$ cat config.mk
export PLATFORM = sky130hd
export DESIGN_NAME = io_responder_flat
export DESIGN_NICKNAME = d
export VERILOG_FILES = /design/src/rtl/io_responder_if.sv /design/src/rtl/io_responder.sv /design/src/flat_wrapper.sv
export SDC_FILE = /design/constraint.sdc
export NUM_CORES = 1
export LEC_CHECK = 0
export BUFFER_PORTS_ARGS = -buffer_cell sky130_fd_sc_hd__buf_2
export CAP_MARGIN = 10
export CORE_ASPECT_RATIO = 2
export CORE_MARGIN = 5
export CORE_UTILIZATION = 55
export CTS_CLUSTER_SIZE = 12
export DETAILED_ROUTE_END_ITERATION = 8
export HOLD_SLACK_MARGIN = 0.15
export PLACE_DENSITY = 0.85
export REMOVE_ABC_BUFFERS = 1
export SKIP_LAST_GASP = 1
export SYNTH_ARGS = -nofsm -noshare
export SYNTH_HDL_FRONTEND = slang
export SYNTH_SLANG_ARGS = --single-unit
$ cat constraint.sdc
create_clock -name Clock -period 9 [get_ports Clock]
set_input_delay 0.9 -clock Clock [delete_from_list [all_inputs] [get_ports Clock]]
set_output_delay 0.9 -clock Clock [all_outputs]
set_load 0.005 [all_outputs]
$ cat src/rtl/io_responder_if.sv
// Processor data-bus view of the I/O responder: address/data/strobe from the
// processor, registered read data and hit flag back from the responder.
interface io_responder_if;
    logic [15:0] ADDR;
    logic [15:0] DOUT;
    logic        W;
    logic [15:0] ReadData;
    logic        Hit;

    modport master (output ADDR, DOUT, W, input  ReadData, Hit);
    modport slave  (input  ADDR, DOUT, W, output ReadData, Hit);
endinterface

$ cat src/rtl/io_responder.sv
// Memory-mapped I/O responder: one 8-word window holding a paced LED FIFO,
// a STATUS word, sampled switches and a HEX register. Reads have one cycle of
// latency, matching the synchronous data RAM.
// Optional feature macro: IO_RESPONDER_IRQ_EN adds a registered Irq output.
module io_responder #(
    parameter logic [15:0] BASE_ADDR   = 16'hFF00,
    parameter int          FIFO_DEPTH  = 4,
    parameter int          PACE_CYCLES = 8
) (
    input  logic          Clock,
    input  logic          Reset,
    io_responder_if.slave bus,
    input  logic [15:0]   Switches,
    output logic [15:0]   LedOut,
`ifdef IO_RESPONDER_IRQ_EN
    output logic [15:0]   HexOut,
    output logic          Irq
`else
    output logic [15:0]   HexOut
`endif
);
    localparam int PW = $clog2(FIFO_DEPTH);
    localparam int CW = (PACE_CYCLES > 1) ? $clog2(PACE_CYCLES) : 1;
    localparam logic [4:0]    DEPTH_C   = 5'(FIFO_DEPTH);
    localparam logic [CW-1:0] PACE_LAST = CW'(PACE_CYCLES - 1);

    logic [15:0]   mem [FIFO_DEPTH];
    logic [PW-1:0] wptr, rptr;
    logic [4:0]    count;
    logic [CW-1:0] pace;
    logic          ovf, swchg;
    logic [15:0]   sw_reg;

    logic        sel, is_rd, full, pop, push_req, push_ok, ovf_set;
    logic        st_wr, sw_rd, sw_chg;
    logic [2:0]  off;
    logic [15:0] rd_mux;

    // Address decode and FIFO/flag control; pop is decided before push so a
    // full FIFO still accepts a push on a pop cycle.
    always_comb begin
        sel      = (bus.ADDR[15:3] == BASE_ADDR[15:3]);
        off      = bus.ADDR[2:0];
        is_rd    = sel & ~bus.W;
        full     = (count == DEPTH_C);
        pop      = (pace == PACE_LAST) && (count != 5'd0);
        push_req = sel & bus.W & (off == 3'd0);
        push_ok  = push_req & (pop | ~full);
        ovf_set  = push_req & ~pop & full;
        st_wr    = sel & bus.W & (off == 3'd1);
        sw_rd    = is_rd & (off == 3'd2);
        sw_chg   = (Switches != sw_reg);
    end

    // Read mux over the pre-edge state of the window registers.
    always_comb begin
        rd_mux = 16'h0000;
        case (off)
            3'd0: rd_mux = (count != 5'd0) ? mem[rptr] : 16'h0000;
            3'd1: rd_mux = {8'h00, count, ovf, full, swchg};
            3'd2: rd_mux = sw_reg;
            3'd3: rd_mux = HexOut;
            default: rd_mux = 16'h0000;
        endcase
    end

    // FIFO storage; no reset needed since empty reads are masked to zero.
    always_ff @(posedge Clock) begin
        if (push_ok) mem[wptr] <= bus.DOUT;
    end

    // FIFO pointers, occupancy, pace counter and LED output register.
    always_ff @(posedge Clock or posedge Reset) begin
        if (Reset) begin
            wptr   <= '0;
            rptr   <= '0;
            count  <= 5'd0;
            pace   <= '0;
            LedOut <= 16'h0000;
        end else begin
            pace <= (pace == PACE_LAST) ? '0 : pace + CW'(1);
            if (push_ok) wptr <= wptr + PW'(1);
            if (pop) begin
                rptr   <= rptr + PW'(1);
                LedOut <= mem[rptr];
            end
            count <= count + 5'(push_ok) - 5'(pop);
        end
    end

    // Sticky flags: a new event always beats a simultaneous clear.
    always_ff @(posedge Clock or posedge Reset) begin
        if (Reset) begin
            ovf    <= 1'b0;
            swchg  <= 1'b0;
            sw_reg <= 16'h0000;
        end else begin
            if (ovf_set)    ovf <= 1'b1;
            else if (st_wr) ovf <= 1'b0;
            if (sw_chg)     swchg <= 1'b1;
            else if (sw_rd) swchg <= 1'b0;
            sw_reg <= Switches;
        end
    end

    // Bus response, HEX register; ReadData only reloads on in-window reads.
    always_ff @(posedge Clock or posedge Reset) begin
        if (Reset) begin
            bus.ReadData <= 16'h0000;
            bus.Hit      <= 1'b0;
            HexOut       <= 16'h0000;
        end else begin
            bus.Hit <= sel;
            if (is_rd) bus.ReadData <= rd_mux;
            if (sel && bus.W && off == 3'd3) HexOut <= bus.DOUT;
        end
    end

`ifdef IO_RESPONDER_IRQ_EN
    // Interrupt follows the flags one cycle later.
    always_ff @(posedge Clock or posedge Reset) begin
        if (Reset) Irq <= 1'b0;
        else       Irq <= swchg | ovf;
    end
`endif
endmodule

$ cat src/flat_wrapper.sv
// flat-port wrapper written by rule: the top's interface ports become plain ports
module io_responder_flat 
#(
    parameter logic [15:0] BASE_ADDR   = 16'hFF00,
    parameter int          FIFO_DEPTH  = 4,
    parameter int          PACE_CYCLES = 8
)
  (Clock, Reset, Switches, LedOut, HexOut, bus_ADDR, bus_DOUT, bus_W, bus_ReadData, bus_Hit);
  io_responder_if bus_i ();
  input  logic Clock;
  input  logic Reset;
  input  logic [15:0] Switches;
  output logic [15:0] LedOut;
  output logic [15:0] HexOut;
  input wire logic [$bits(bus_i.ADDR)-1:0] bus_ADDR;
  input wire logic [$bits(bus_i.DOUT)-1:0] bus_DOUT;
  input wire logic [$bits(bus_i.W)-1:0] bus_W;
  output wire logic [$bits(bus_i.ReadData)-1:0] bus_ReadData;
  output wire logic [$bits(bus_i.Hit)-1:0] bus_Hit;
  assign bus_i.ADDR = bus_ADDR;
  assign bus_i.DOUT = bus_DOUT;
  assign bus_i.W = bus_W;
  assign bus_ReadData = bus_i.ReadData;
  assign bus_Hit = bus_i.Hit;
  io_responder #(.BASE_ADDR(BASE_ADDR), .FIFO_DEPTH(FIFO_DEPTH), .PACE_CYCLES(PACE_CYCLES)) u_core (.Clock(Clock), .Reset(Reset), .bus(bus_i), .Switches(Switches), .LedOut(LedOut), .HexOut(HexOut));
endmodule
==> impl_metrics.tcl, run 1 <==
set metrics [dict create \
    setup_ws_ps 4990 \
    wl_met2_um 8380 \
    comb_power_share_pct 14.2 \
    fin_crit_sh_pct 44.5 \
    startpoint_type "flip-flop" \
    hold_viol_final 0 \
    synth_compound_area_share_pct 5.45 \
    grt_pass1_vias 4046 \
    postCtsSetupRepairBufs 0 \
    path_clk_slew_ps 60 \
    leakage_nw 3.14 \
    antenna_cells 0 \
    arrival_ps 4350 \
    fin_crit_ps 4010 \
    htreeDepth 4 \
    clock_skew_ps 9.55 \
    cts_buffer_depth 2 \
    synth-main-ff-cell "dfrtp_1" \
    crit_required_ps 9340 \
    peakVddDrop_mv 0.200 \
    fp.dieW_um 83.7 \
    grt_pass1_wl_um 22100 \
    synth-edff-count 64 \
    drtIter0Drc 353 \
    instances_no_fill 625 \
    wl_met3_um 941 \
    clock.fmax_ghz 0.249 \
    ant_nets 0 \
    gr-total-overflow 0 \
    firstDrtPassIters 5 \
    layout-drive-gt1-share_pct 39.4 \
    largest_register_ffs 64 \
    hold-worst-slack_ps 479 \
    seq_power_share_pct 46.0 \
    dieArea_um2 13200 \
    met1_length_um 4520 \
    dpl_cell_area_um2 6560 \
    grt_max_degree 80 \
    ios 100 \
    crit_fanout 18 \
    slew_viol_final 0 \
    yosysWarnings 0 \
    total_power_mw 1.66 \
    startpoint "u_core.count[3]$_DFF_PP0_" \
    postSynthAreaPerCell_um2 16.2 \
    synth_top_family_by_area "multiplexers" \
    synth_simple_gate_area_share_pct 5.95 \
    clock-root-buffer "clkbuf_16" \
    numCtsBuffers 17 \
    post-route-util_pct 65.8 \
    intPower_mw 1.25 \
    area_growth_pct 19.1 \
    top_register "u_core.mem" \
    cts_tree "yes" \
    rows 54 \
    postCtsHoldBufs 0 \
    synthTopCellsByArea "dfrtp_1, edfxtp_1, mux4_2" \
    reg2reg_from "u_core.count[3]$_DFF_PP0_" \
    synth.yosys.seq_area_share_pct 65.3 \
    avgRoutedWirePerCell_um 22.9 \
    synth_largest_area_cell "dfrtp_1" \
    grtUsageTotal_pct 22.6 \
    synthAdderAreaFrac_pct 2.85 \
    syn-cell-area_um2 5970 \
    pwr_density_cell_nw_per_um2 234 \
    core_um2 10800 \
    outcome "finished clean" \
    cts.sinks 143 \
    crit_path_end_kind "flip-flop" \
    top_layer_used "met4" \
    cts_resized 0 \
    tightest_slew_ps 1160 \
    antenna_found_initial 0 \
    rsz0062_at_grt "no" \
    avgViaCountPerCell 5.85 \
    start_util_pct 55.3 \
    slew_headroom_pct 22.7 \
    finalNetCount 536 \
    fp.dieH_um 157 \
    hold_start "u_core.pace[0]$_DFF_PP0_" \
    fin_setup_tns_ps 0 \
    muxShareOfSynthArea_pct 14.4 \
    design_area_um2 7120 \
    drc 0 \
    setup_viol 0 \
    placedCellCount 593 \
    synth.distinct_cells 44 \
    synthXorXnorAreaFrac_pct 3.37 \
    io_buffers 99 \
    yosys.area.top_type_share_pct 33.1 \
    swShare_pct 24.7 \
    worst-setup-path-type "reg -> reg" \
    ys_seq_elements 143 \
    synthArstFlopShare_pct 55.2 \
    drv_cap 0 \
    p_clk_share_pct 39.8 \
    wl_um 14300 \
    insertion_delay_ps 420 \
    dp_hpwl_um 9790 \
    gp_congestion 0.830 \
    p_switching_uw 411 \
    synthCells 369 \
    dp_slack_ps 5050 \
    min_path_type "reg -> reg" \
    route.vias.total 3659 \
]
[layout make-up]
cell class              instances  area [µm²]
clock buffers                  23         458
clock inverters                 9        95.1
fillers                       757        3690
inverters                      14        53.8
multi-input cells             194        1920
flip-flops and latches        143        3900
well taps                     140         175
repair buffers                102         518
[critical path: stages (launching register included)]
cell and delay [ps]:
dfrtp_1 410, inv_1 120, ha_1 190, or4b_2 870
nand2_1 790, inv_1 120, ha_1 320, inv_1 60
ha_1 160, inv_1 60, fa_1 400, inv_1 80
a21oi_1 60, o21bai_1 160, xnor2_1 130
[kinds of logic (layout without fill, tap and decap cells)]
| group | count (synthesis) | in the layout |
|---|---|---|
| DFF | 143 | 143 |
| and+or+nand+nor | 60 | 60 |
| muxes | 57 | 57 |
| AOI/OAI and AO/OA | 41 | 41 |
| buffers and inverters | 32 | 148 |
| xor gates and xnor gates | 23 | 23 |
| adders and majority gates | 13 | 13 |
[synthesized netlist by cell type (2+ instances only)]
master / n
nand4_1: 2
buf_6: 2
ha_1: 12
xnor2_1: 5
a22oi_1: 15
clkbuf_1: 7
nand3_1: 17
and3_1: 2
a21o_1: 2
nand2_1: 16
buf_1: 2
buf_2: 4
mux4_2: 16
nor2_1: 2
dfrtp_1: 79
inv_1: 14
edfxtp_1: 64
a21oi_1: 3
nand2b_1: 2
nor4_1: 4
a22o_1: 16
xor2_1: 18
and2_1: 4
mux2_2: 31
buf_4: 2
mux2_4: 10
[layer usage]
metal / up-vias / global-route usage, %
li1: 1596 / -
met1: 1870 / 23.7
met2: 161 / 42.3
met3: 32 / 5.92
met4: 0 / 9.28
met5: - / 0
[layout by cell type (no fill, tap or decap), types with 10 or more instances in the layout]
cell type,count
nand3_1,17
mux4_2,16
dfrtp_1,79
clkbuf_16,17
mux2_4,10
nand2_1,16
edfxtp_1,64
mux2_2,31
inv_1,13
buf_2,99
xor2_1,18
a22oi_1,15
ha_1,12
a22o_1,16
[path summary, 6_finish.rpt]
check	to	slack (ps)	cells after the start
worst max register to register	u_core.count[4]$_DFF_PP0_	4990	14
worst min-delay path	u_core.pace[0]$_DFF_PP0_	480	1
max in group asynchronous	u_core.sw_reg[14]$_DFF_PP0_	7550	3
worst min register to register	u_core.pace[0]$_DFF_PP0_	480	1
worst max-delay path	u_core.count[4]$_DFF_PP0_	4990	14
min in group asynchronous	u_core.bus.ReadData[12]$_DFFE_PP0P_	780	3
[power groups by stage]
stage          sequential, mW  clock [mW]  combinational [mW]
4_1_cts                 0.765       0.667               0.238
3_3_place_gp            0.773           0               0.223
2_1_floorplan           0.767           0               0.154
3_5_place_dp            0.776           0               0.234
5_1_grt                 0.769       0.697               0.263
6_report                0.765       0.662               0.237
(Power assumes the default switching activity.)
==> run 2, diff against run 1 <==
CORE_UTILIZATION = 50   (was 55)
PLACE_DENSITY = 0.82   (was 0.85)
clock period = 3.4 ns   (was 9 ns; I/O delays follow)
==> run 2 against run 1 <==
Against the previous run: first-iteration DRC count down 27%; largest power group unchanged; worst setup slack worse by 4500 ps; critical endpoint unchanged; combinational power rose to 3.0 times the previous value; critical path type unchanged; die area up 9.1%; highest routed layer unchanged; worst hold slack worse by 310 ps; global-route usage down 0.14 points; largest cell class unchanged; design area up 4.9%; sequential share of layout area down 2.6 points.
==> impl_metrics.tcl, run 2 (synthesized netlist as in run 1, its figures left out) <==
set metrics [dict create \
    setup_viol 0 \
    dp_hpwl_um 10600 \
    startpoint_type "flip-flop" \
    clock-root-buffer "clkbuf_16" \
    cts_tree "yes" \
    crit_path_end_kind "flip-flop" \
    antenna_found_initial 0 \
    clock.fmax_ghz 0.340 \
    pwr_density_cell_nw_per_um2 615 \
    worst-setup-path-type "reg -> reg" \
    htreeDepth 4 \
    peakVddDrop_mv 0.426 \
    p_clk_share_pct 41.4 \
    grtUsageTotal_pct 22.5 \
    post-route-util_pct 63.8 \
    rows 56 \
    ios 100 \
    outcome "finished clean" \
    rr_endpoint "u_core.count[4]$_DFF_PP0_" \
    critPathCapture "u_core.count[4]$_DFF_PP0_" \
    grt_pass1_vias 4243 \
    hold_start "bus_DOUT[13]" \
    reg2reg_setup_slack_ps 460 \
    grt_max_degree 31 \
    largest_register_ffs 64 \
    crit_fanout 3 \
    slew_viol_final 0 \
    startpoint "u_core.count[3]$_DFF_PP0_" \
    gp_congestion 0.821 \
    leakage_nw 3.32 \
    firstDrtPassIters 5 \
    drc 0 \
    gr-total-overflow 0 \
    fin_setup_tns_ps 0 \
    area_growth_pct 24.9 \
    core_um2 11700 \
    fp.dieW_um 87.3 \
    seq_power_share_pct 43.2 \
    layout-drive-gt1-share_pct 40.2 \
    final_common_cell "buf_2" \
    filler_cell_count 829 \
    reg2reg_from "u_core.count[3]$_DFF_PP0_" \
    comb_power_share_pct 15.4 \
    dieArea_um2 14400 \
    ant_nets 0 \
    numCtsBuffers 17 \
    wl_um 15000 \
    tightest_slew_ps 823 \
    start_util_pct 51.1 \
    rsz0062_at_grt "no" \
    drtIter0Drc 258 \
    crit_required_ps 3740 \
    io_buffers 99 \
    insertion_delay_ps 420 \
    final_cell_mix "buf_2, dfrtp_1, edfxtp_1" \
    grt_pass1_wl_um 23500 \
    route.vias.total 3785 \
    cts.sinks 143 \
    finalNetCount 566 \
    fin_crit_ps 2940 \
    p_switching_mw 1.15 \
    slew_headroom_pct 45.0 \
    drv_cap 0 \
    antenna_cells 0 \
    min_path_type "in -> reg" \
    reg2reg_depth 14 \
    avgRoutedWirePerCell_um 22.7 \
    cts_buffer_depth 2 \
    path_clk_slew_ps 60 \
    fp.dieH_um 165 \
    arrival_ps 3280 \
    hold_viol_final 0 \
    top_register "u_core.mem" \
    swShare_pct 25.1 \
    fin_crit_sh_pct 86.4 \
    holdPathStages 1 \
    total_power_mw 4.59 \
    avgViaCountPerCell 5.73 \
    intPower_mw 3.44 \
    clock_skew_ps 8.63 \
]
-- run 2: through the flow --
step | instance area, µm² | setup slack [ps] | instances | hold slack (ps)
final | 7460 | 461 | 660 | 166
after global routing | 7460 | 283 | 660 | 154
after CTS | 7460 | 449 | 660 | 154
after detailed placement | 6670 | 522 | 610 | 344
after global placement | 6670 | 616 | 610 | 344
after floorplan | 5860 | 77.8 | 351 | 371
-- run 2: worst min-delay path by stage --
stage                                   end  slack (ps)
2_1_floorplan    u_core.sw_reg[0]$_DFF_PP0_         370
3_3_place_gp   u_core.LedOut[9]$_DFFE_PP0P_         340
3_5_place_dp   u_core.LedOut[9]$_DFFE_PP0P_         340
4_1_cts         u_core.mem[3][13]$_DFFE_PP_         150
5_1_grt         u_core.mem[2][13]$_DFFE_PP_         150
6_report        u_core.mem[3][13]$_DFFE_PP_         170
-- run 2: layer usage --
layer | share of wire, % | wire length (µm) | global-route usage [%]
met4 | 4.3 | 645 | 12.5
met3 | 6.1 | 913 | 4.89
met2 | 57 | 8480 | 40.4
met5 | 0 | 0 | 0
met1 | 33 | 4930 | 23.5
-- run 2: timing repair --
action | CTS | global route
buffers inserted | 0 | 0
resized for setup | 0 | 0
endpoints found under the hold margin | 42 | 0
hold buffers | 18 | 0
-- run 2: worst max-delay path, stage by stage, from the launching register on --
cell      delay (ps)
dfrtp_1          410
inv_1             90
ha_1             180
or4b_2           600
nand2_1          110
inv_1             50
ha_1             280
inv_1             50
ha_1             160
inv_1             70
fa_1             420
inv_1             70
a21oi_1           70
o21bai_1         160
xnor2_1          140
-- run 2: power by group through the flow --
stage	sequential [mW]	combinational, mW	clock (mW)
floorplan	2.03	0.407	0
global route	1.99	0.777	2.01
CTS	1.98	0.717	1.93
detailed placement	2.01	0.683	0
finish	1.98	0.708	1.90
global placement	2.01	0.662	0
-- run 2: cell type report --
type	instances	area, µm²	area share [%]
flip-flops and latches	143	3900	52.2
multi-input cells	194	1910	25.6
repair buffers	132	801	10.7
clock buffers	22	497	6.65
well taps	145	181	2.43
clock inverters	10	121	1.63
inverters	14	53.8	0.721
